File: src/rtl/arbitro_alu_if.sv
// Bus between the two requesters, the arbiter and the shared ALU.
// slave: arbiter view; master: requester/ALU view.
interface arbitro_alu_if #(
  parameter int ANCHO = 32
);
  logic             r0_valid, r1_valid;
  logic             r0_ready, r1_ready;
  logic [ANCHO-1:0] r0_valA, r0_valB, r1_valA, r1_valB;
  logic [3:0]       r0_operacion, r1_operacion;
  logic             r0_rsp_valid, r1_rsp_valid;
  logic             r0_rsp_ready, r1_rsp_ready;
  logic [ANCHO-1:0] r0_resultado, r1_resultado;
  logic [ANCHO-1:0] alu_valA, alu_valB, alu_resultado;
  logic [3:0]       alu_operacion;
  logic             ocupado;
  logic [15:0]      contador_ops;

  modport slave (
    input  r0_valid, r1_valid, r0_valA, r0_valB, r1_valA, r1_valB,
           r0_operacion, r1_operacion, r0_rsp_ready, r1_rsp_ready, alu_resultado,
    output r0_ready, r1_ready, r0_rsp_valid, r1_rsp_valid, r0_resultado, r1_resultado,
           alu_valA, alu_valB, alu_operacion, ocupado, contador_ops
  );

  modport master (
    output r0_valid, r1_valid, r0_valA, r0_valB, r1_valA, r1_valB,
           r0_operacion, r1_operacion, r0_rsp_ready, r1_rsp_ready, alu_resultado,
    input  r0_ready, r1_ready, r0_rsp_valid, r1_rsp_valid, r0_resultado, r1_resultado,
           alu_valA, alu_valB, alu_operacion, ocupado, contador_ops
  );
endinterface

File: src/rtl/arbitro_alu.sv
// Two-requester arbiter in front of a shared combinational ALU, one op in flight.
// Define ARBITRO_ROUND_ROBIN_EN for round-robin ties; otherwise requester 0 always wins.
module arbitro_alu #(
  parameter int ANCHO = 32
) (
  input  logic          clk,
  input  logic          rst_n,
  arbitro_alu_if.slave  bus
);
  typedef enum logic [1:0] {LIBRE, EJEC, RESP} estado_t;

  estado_t                estado, estado_sig;
  logic [1:0]             req_vld, req_rsp_rdy, gnt;
  logic [1:0][ANCHO-1:0]  req_a, req_b;
  logic [1:0][3:0]        req_op;
  logic                   dueno, ptr, acepta, entrega;
  logic [ANCHO-1:0]       a_q, b_q, res_q;
  logic [3:0]             op_q;
  logic [15:0]            cnt_q;

  assign req_vld     = {bus.r1_valid, bus.r0_valid};
  assign req_rsp_rdy = {bus.r1_rsp_ready, bus.r0_rsp_ready};
  assign req_a       = {bus.r1_valA, bus.r0_valA};
  assign req_b       = {bus.r1_valB, bus.r0_valB};
  assign req_op      = {bus.r1_operacion, bus.r0_operacion};

  assign acepta  = |gnt;
  assign entrega = (estado == RESP) && req_rsp_rdy[dueno];

`ifdef ARBITRO_ROUND_ROBIN_EN
  // Tie priority goes to whoever was not served by the last completed op.
  always_ff @(posedge clk or negedge rst_n) begin
    if (!rst_n)       ptr <= 1'b0;
    else if (entrega) ptr <= ~dueno;
  end
`else
  assign ptr = 1'b0;
`endif

  always_ff @(posedge clk or negedge rst_n) begin
    if (!rst_n) estado <= LIBRE;
    else        estado <= estado_sig;
  end

  always_comb begin
    estado_sig = estado;
    gnt        = '0;
    case (estado)
      LIBRE: begin
        if (req_vld[0] && (!req_vld[1] || !ptr)) gnt[0] = 1'b1;
        else if (req_vld[1])                     gnt[1] = 1'b1;
        if (|gnt) estado_sig = EJEC;
      end
      EJEC:    estado_sig = RESP;
      RESP:    if (req_rsp_rdy[dueno]) estado_sig = LIBRE;
      default: estado_sig = LIBRE;
    endcase
    // ready must read 0 while reset is held, even with valid high
    if (!rst_n) gnt = '0;
  end

  always_ff @(posedge clk or negedge rst_n) begin
    if (!rst_n) begin
      a_q   <= '0;
      b_q   <= '0;
      op_q  <= '0;
      dueno <= 1'b0;
      res_q <= '0;
      cnt_q <= '0;
    end else begin
      if (acepta) begin
        a_q   <= req_a[gnt[1]];
        b_q   <= req_b[gnt[1]];
        op_q  <= req_op[gnt[1]];
        dueno <= gnt[1];
      end
      if (estado == EJEC) res_q <= bus.alu_resultado;
      if (entrega && cnt_q != 16'hFFFF) cnt_q <= cnt_q + 16'd1;
    end
  end

  assign bus.r0_ready      = gnt[0];
  assign bus.r1_ready      = gnt[1];
  assign bus.r0_rsp_valid  = (estado == RESP) && !dueno;
  assign bus.r1_rsp_valid  = (estado == RESP) &&  dueno;
  assign bus.r0_resultado  = res_q;
  assign bus.r1_resultado  = res_q;
  assign bus.alu_valA      = a_q;
  assign bus.alu_valB      = b_q;
  assign bus.alu_operacion = op_q;
  assign bus.ocupado       = (estado != LIBRE);
  assign bus.contador_ops  = cnt_q;
endmodule
File: src/flat_wrapper.sv
// flat-port wrapper written by rule: the top's interface ports become plain ports
module arbitro_alu_flat 
#(
  parameter int ANCHO = 32
)
  (clk, rst_n, bus_r0_valid, bus_r1_valid, bus_r0_valA, bus_r0_valB, bus_r1_valA, bus_r1_valB, bus_r0_operacion, bus_r1_operacion, bus_r0_rsp_ready, bus_r1_rsp_ready, bus_alu_resultado, bus_r0_ready, bus_r1_ready, bus_r0_rsp_valid, bus_r1_rsp_valid, bus_r0_resultado, bus_r1_resultado, bus_alu_valA, bus_alu_valB, bus_alu_operacion, bus_ocupado, bus_contador_ops);
  arbitro_alu_if #(.ANCHO(ANCHO)) bus_i ();
  input  logic clk;
  input  logic rst_n;
  input wire logic [$bits(bus_i.r0_valid)-1:0] bus_r0_valid;
  input wire logic [$bits(bus_i.r1_valid)-1:0] bus_r1_valid;
  input wire logic [$bits(bus_i.r0_valA)-1:0] bus_r0_valA;
  input wire logic [$bits(bus_i.r0_valB)-1:0] bus_r0_valB;
  input wire logic [$bits(bus_i.r1_valA)-1:0] bus_r1_valA;
  input wire logic [$bits(bus_i.r1_valB)-1:0] bus_r1_valB;
  input wire logic [$bits(bus_i.r0_operacion)-1:0] bus_r0_operacion;
  input wire logic [$bits(bus_i.r1_operacion)-1:0] bus_r1_operacion;
  input wire logic [$bits(bus_i.r0_rsp_ready)-1:0] bus_r0_rsp_ready;
  input wire logic [$bits(bus_i.r1_rsp_ready)-1:0] bus_r1_rsp_ready;
  input wire logic [$bits(bus_i.alu_resultado)-1:0] bus_alu_resultado;
  output wire logic [$bits(bus_i.r0_ready)-1:0] bus_r0_ready;
  output wire logic [$bits(bus_i.r1_ready)-1:0] bus_r1_ready;
  output wire logic [$bits(bus_i.r0_rsp_valid)-1:0] bus_r0_rsp_valid;
  output wire logic [$bits(bus_i.r1_rsp_valid)-1:0] bus_r1_rsp_valid;
  output wire logic [$bits(bus_i.r0_resultado)-1:0] bus_r0_resultado;
  output wire logic [$bits(bus_i.r1_resultado)-1:0] bus_r1_resultado;
  output wire logic [$bits(bus_i.alu_valA)-1:0] bus_alu_valA;
  output wire logic [$bits(bus_i.alu_valB)-1:0] bus_alu_valB;
  output wire logic [$bits(bus_i.alu_operacion)-1:0] bus_alu_operacion;
  output wire logic [$bits(bus_i.ocupado)-1:0] bus_ocupado;
  output wire logic [$bits(bus_i.contador_ops)-1:0] bus_contador_ops;
  assign bus_i.r0_valid = bus_r0_valid;
  assign bus_i.r1_valid = bus_r1_valid;
  assign bus_i.r0_valA = bus_r0_valA;
  assign bus_i.r0_valB = bus_r0_valB;
  assign bus_i.r1_valA = bus_r1_valA;
  assign bus_i.r1_valB = bus_r1_valB;
  assign bus_i.r0_operacion = bus_r0_operacion;
  assign bus_i.r1_operacion = bus_r1_operacion;
  assign bus_i.r0_rsp_ready = bus_r0_rsp_ready;
  assign bus_i.r1_rsp_ready = bus_r1_rsp_ready;
  assign bus_i.alu_resultado = bus_alu_resultado;
  assign bus_r0_ready = bus_i.r0_ready;
  assign bus_r1_ready = bus_i.r1_ready;
  assign bus_r0_rsp_valid = bus_i.r0_rsp_valid;
  assign bus_r1_rsp_valid = bus_i.r1_rsp_valid;
  assign bus_r0_resultado = bus_i.r0_resultado;
  assign bus_r1_resultado = bus_i.r1_resultado;
  assign bus_alu_valA = bus_i.alu_valA;
  assign bus_alu_valB = bus_i.alu_valB;
  assign bus_alu_operacion = bus_i.alu_operacion;
  assign bus_ocupado = bus_i.ocupado;
  assign bus_contador_ops = bus_i.contador_ops;
  arbitro_alu #(.ANCHO(ANCHO)) u_core (.clk(clk), .rst_n(rst_n), .bus(bus_i));
endmodule
File: config.mk
export PLATFORM = sky130hd
export DESIGN_NAME = arbitro_alu_flat
export DESIGN_NICKNAME = d
export VERILOG_FILES = /design/src/rtl/arbitro_alu_if.sv /design/src/rtl/arbitro_alu.sv /design/src/flat_wrapper.sv
export SDC_FILE = /design/constraint.sdc
export NUM_CORES = 1
export LEC_CHECK = 0
export CAP_MARGIN = 10
export CELL_PAD_IN_SITES_DETAIL_PLACEMENT = 1
export CELL_PAD_IN_SITES_GLOBAL_PLACEMENT = 2
export CORE_ASPECT_RATIO = 1.25
export CORE_MARGIN = 1
export CORE_UTILIZATION = 23
export CTS_CLUSTER_SIZE = 40
export DETAILED_ROUTE_END_ITERATION = 6
export GPL_TIMING_DRIVEN = 0
export HOLD_SLACK_MARGIN = 0.15
export PLACE_DENSITY = 0.91
export SETUP_SLACK_MARGIN = 0.05
export SLEW_MARGIN = 25
export SYNTH_ARGS = -nofsm -noshare
export SYNTH_HDL_FRONTEND = slang
export SYNTH_SLANG_ARGS = --single-unit
File: constraint.sdc
create_clock -name clk -period 3 [get_ports clk]
set_clock_uncertainty 0.1 [all_clocks]
set_input_delay 0.6 -clock clk [delete_from_list [all_inputs] [get_ports clk]]
set_output_delay 0.6 -clock clk [all_outputs]
set_load 0.005 [all_outputs]
Word level (Yosys, flattened, before mapping)
Cells that the tools add are included.
{"block": "word_totals", "reg_bits": 119, "inputBits": 174, "out_inout_bits": 153, "wordCells": 43}
{"block": "classes", "addsub": 1, "magnitude_cmp": 2, "n_eq_ne": 5, "n_mux": 18, "n_reduce_logical": 10}
{"operator": "$mux W32", "n": 4}
{"operator": "$add A16 B1 Y16 const B", "n": 1}
{"operator": "$ne A16 B16 Y1 const B", "n": 1}
{"operator": "$mux W2", "n": 4}
{"operator": "$mux W4", "n": 2}
{"operator": "$mux W1", "n": 7}
{"operator": "$pmux W2 S3", "n": 1}
{"operator": "$logic_and A1 B1 Y1", "n": 4}
{"operator": "$lt A1 B2 Y1 const B", "n": 2}
{"operator": "$reduce_or A2 Y1", "n": 2}
{"operator": "$eq A2 B1 Y1 const B", "n": 1}
{"operator": "$eq A2 B2 Y1 const B", "n": 1}
{"operator": "$logic_not A2 Y1", "n": 1}
{"operator": "$ne A2 B1 Y1 const B", "n": 1}
{"operator": "$ne A2 B2 Y1 const B", "n": 1}
{"operator": "$reduce_and A2 Y1", "n": 1}
{"operator": "$reduce_bool A2 Y1", "n": 1}
{"operator": "$logic_not A1 Y1", "n": 1}

Depth between registers and ports, before layout
Gate-level depths: netlist of the first run.
{"block": "logic_depth", "ltp_word": 7, "mapped_depth": 7, "mapped_depth_nobuf": 5}

Worst setup path before layout of the first run
Ideal clock, no wire load.
{"block": "synth_timing", "path_kind": "in2out", "from": "input port bus_r0_valid", "to": "output port bus_r1_ready", "t_arrival_ps": 1190, "required_ps": 2300, "setup_slack_ps": 1110, "cell_stages": 4, "path_cell_list": "nand4b_1 > clkbuf_1 > buf_2 > inv_1"}
{"block": "synth_between", "elab_chain_cells": 4}
{"element": "start: declaration", "line": "flat_wrapper.sv:10", "source": "input wire logic [$bits(bus_i.r0_valid)-1:0] bus_r0_valid;"}
{"element": "$mux W1", "line": "arbitro_alu.sv:50", "source": "if (req_vld[0] && (!req_vld[1] || !ptr)) gnt[0] = 1'b1;"}
{"element": "$mux W1", "line": "arbitro_alu.sv:48", "source": "case (estado)"}
{"element": "$mux W2", "line": "arbitro_alu.sv:48"}
{"element": "$mux W2", "line": "arbitro_alu.sv:59", "source": "if (!rst_n) gnt = '0;"}
{"element": "end: declaration", "line": "flat_wrapper.sv:22", "source": "output wire logic [$bits(bus_i.r1_ready)-1:0] bus_r1_ready;"}
No other way between the ends. The select of a mux whose other input is x is not followed.

Worst setup path in the final report of the first run
Same ends and word-level chain as after synthesis.

==> results of run 1 <==
## sequential cells by signal, summed over array words and instances, names as in the netlist
signal and cells:
u_core.bus.alu_valA 32, u_core.estado 2, u_core.bus.alu_operacion 4, u_core.bus.contador_ops 16, u_core.bus.alu_valB 32, u_core.dueno 1, u_core.bus.r0_resultado 32
## cells by family (layout without fill, tap and decap cells)
| kind of cell | after synthesis | in the layout | share of synthesized area [%] |
|---|---|---|---|
| buf+inv | 62 | 430 | 6.68 |
| fa+ha+maj | 1 | 1 | 0.227 |
| xor+xnor | 14 | 14 | 2.23 |
| simple gates | 112 | 112 | 10.7 |
| flops | 119 | 119 | 54.1 |
| compound gates | 73 | 73 | 6.79 |
| mux | 102 | 102 | 19.3 |
## worst max-delay path: stages
cell             delay (ns)
clkdlybuf4s50_1        0.44
nand4b_1               0.18
clkbuf_4               0.21
buf_6                  0.18
inv_1                  0.06
clkdlybuf4s50_1        0.48
## how the worst max path moves through the flow
stage            startpoint            to  slack [ns]
4_1_cts        bus_r0_valid  bus_r1_ready        0.05
6_report       bus_r0_valid  bus_r1_ready        0.14
2_1_floorplan  bus_r0_valid  bus_r1_ready        1.11
3_5_place_dp          rst_n  bus_r1_ready       -0.44
3_3_place_gp          rst_n  bus_r1_ready       -4.68
5_1_grt        bus_r0_valid  bus_r1_ready        0.07
## power by group
| part | total, mW | internal (mW) | switching, mW |
|---|---|---|---|
| logic | 3.95 | 2.56 | 1.39 |
| registers | 2.81 | 2.31 | 0.491 |
| clock network | 2.04 | 1.25 | 0.790 |
| total | 8.80 | 6.13 | 2.67 |
## synthesized netlist by cell type (all sizes together)
master and n:
nand4 5, mux2i 68, inv 3, a2111oi 1
o211ai 1, nand3b 2, nor2b 1, or3 1
nand3 4, ha 1, nor4 5, xnor2 4
nand2 73, nor3 3, xor2 10, o21ai 69
clkbuf 15, nor3b 2, nand4bb 1, nand2b 2
mux2 34, and2 1, dfrtp 119, nor2 7
and3 3, a31oi 2, and4bb 1, buf 44
nand4b 1
## routing by layer
metal  up-vias  GRT usage, %  wire length, um
met1      2448          18.0             7500
met5         -             0                0
met2       217          31.8            10900
li1       2354             -                -
met3        25          4.96             1440
met4         0          5.91              408
## stage by stage
| step | TNS [ns] | util, % | instances | setup slack [ns] | instance area, sq um |
|---|---|---|---|---|---|
| finish | 0 | 42.8 | 1139 | 0.137 | 9950 |
| global route | 0 | 42.8 | 1139 | 0.0737 | 9950 |
| CTS | 0 | 42.7 | 1139 | 0.0536 | 9950 |
| detailed placement | -0.444 | 39.4 | 1098 | -0.444 | 9160 |
| global placement | -745.82 | 39.2 | 1097 | -4.68 | 9130 |
| floorplan | 0 | - | 483 | 1.11 | 5510 |
## cell type report
class / instances / area [sq um]
clock inverter: 14 / 150
timing repair buffer: 336 / 3480
sequential: 119 / 2980
fill: 2547 / 13300
buffer: 59 / 367
tap: 288 / 360
inverter: 3 / 11.3
clock buffer: 18 / 439
multi-input combinational: 302 / 2160
## repair_timing
item	4_1_cts	5_1_grt
pin swaps	0	0
hold buffers	7	0
endpoints found under the setup margin	1	1
endpoints found under the hold margin	56	0
resized for setup	5	3
gates cloned	2	0
==> results.py, run 1 <==
metrics = {
    "yosys": {
        "syn_area_per_cell_sq_um": 11.4,
        "synth_area_leaders": "dfrtp_1 54%, mux2i_1 12%, mux2_2 6.7%, o21ai_0 6.3%, nand2_1 4.9%",
        "synth_fp_nets": 658,
        "synth_seq_cells": 119,
        "synth_cell_types": 40,
        "synth_top_area_share_pct": 54.1,
        "synthCells": 483,
        "yosys_warnings": 0,
        "ys_seq_area_share_pct": 54.1,
        "synth_area_sq_um": 5510,
        "yosys.area.top_type": "dfrtp_1",
    },
    "flow_run": {
        "drv_cap": 0,
    },
    "floorplan": {
        "die-area_sq_um": 24600,
        "ios": 327,
        "design.core.area_sq_um": 23300,
        "initial_core_util_pct": 23.7,
        "rows": 62,
        "fp.dieW_um": 140,
        "die_h_um": 175,
    },
    "final_layout": {
        "mostFrequentLayoutCell": "clkdlybuf4s50_1",
        "diodes": 0,
        "drive_above_1_share_pct": 15.4,
        "mostFrequentLayoutCells": "325 x clkdlybuf4s50_1, 119 x dfrtp_1, 72 x nand2_1, 69 x o21ai_0, 68 x mux2i_1",
        "syn_to_final_growth_pct": 80.7,
        "nNetsFinal": 1013,
    },
    "power": {
        "p_total_mw": 8.80,
        "max-vdd-ir-drop_mv": 0.339,
        "power.density_nw_per_um2": 884,
        "p_leak_nw": 4.61,
    },
    "routing": {
        "num_vias": 5044,
        "vias_per_cell": 4.43,
        "drtIter0Drc": 95,
        "totalWireLength_um": 20300,
        "firstDrtPassIters": 4,
        "ant_nets": 0,
        "wl_per_cell_um": 17.8,
        "drc": 0,
    },
    "placement": {
        "portBuffers": 326,
        "gp_congestion": 0.754,
        "dp_hpwl_um": 15700,
    },
    "critical_path": {
        "r2r_cells": 7,
        "reg2reg_to": "u_core.bus.alu_valB[22]",
        "end_kind": "primary output",
        "cp.required_ns": 2.30,
        "worst-path-max-fanout": 10,
        "crit_type": "input pin to primary output",
        "cp_data_arrival_time_ns": 2.16,
        "r2r_slack_ns": 0.90,
        "regToRegStartpoint": "u_core.estado[1]",
        "start_kind": "input pin",
    },
    "global_routing": {
        "grt_max_degree": 34,
        "antenna_found_initial": 0,
        "gr-total-overflow": 0,
        "first_global_vias": 5496,
        "track_usage_pct": 17.0,
        "grt_pass1_wl_um": 31500,
    },
    "sta": {
        "rsz0062_at_grt": "false",
        "timing.hold.ws_ns": 0.185,
        "tightest_slew_ns": 0.683,
        "fmax_ghz": 0.349,
        "finalCritPeriodShare_pct": 95.4,
        "slew_violations": 0,
        "finalHoldViolations": 0,
        "slew_headroom_pct": 54.5,
        "setup_viol": 0,
        "min_period_ns": 2.86,
    },
    "worst_hold_path": {
        "min_path_type": "input pin to async pin",
    },
    "clocking": {
        "insertion_delay_ns": 0.40,
        "cts_inserted_buffers": 17,
        "tritoncts": "built",
        "root_buffer": "clkbuf_16",
        "postCtsSetupRepairBufs": 0,
        "htreeDepth": 4,
        "clockBufferDepth": 2,
        "path_clk_slew_ns": 0.06,
        "clock-sinks": 119,
    },
    "outcome": {
        "outcome": "finished clean",
    },
}
Note: power is estimated with default switching activity, not from simulation.
==> run 2, diff against run 1 <==
Settings changed: CTS_CLUSTER_DIAMETER set to 150.
==> results of run 2 <==
Final layout, timing and power as in run 1 (identical DEF).
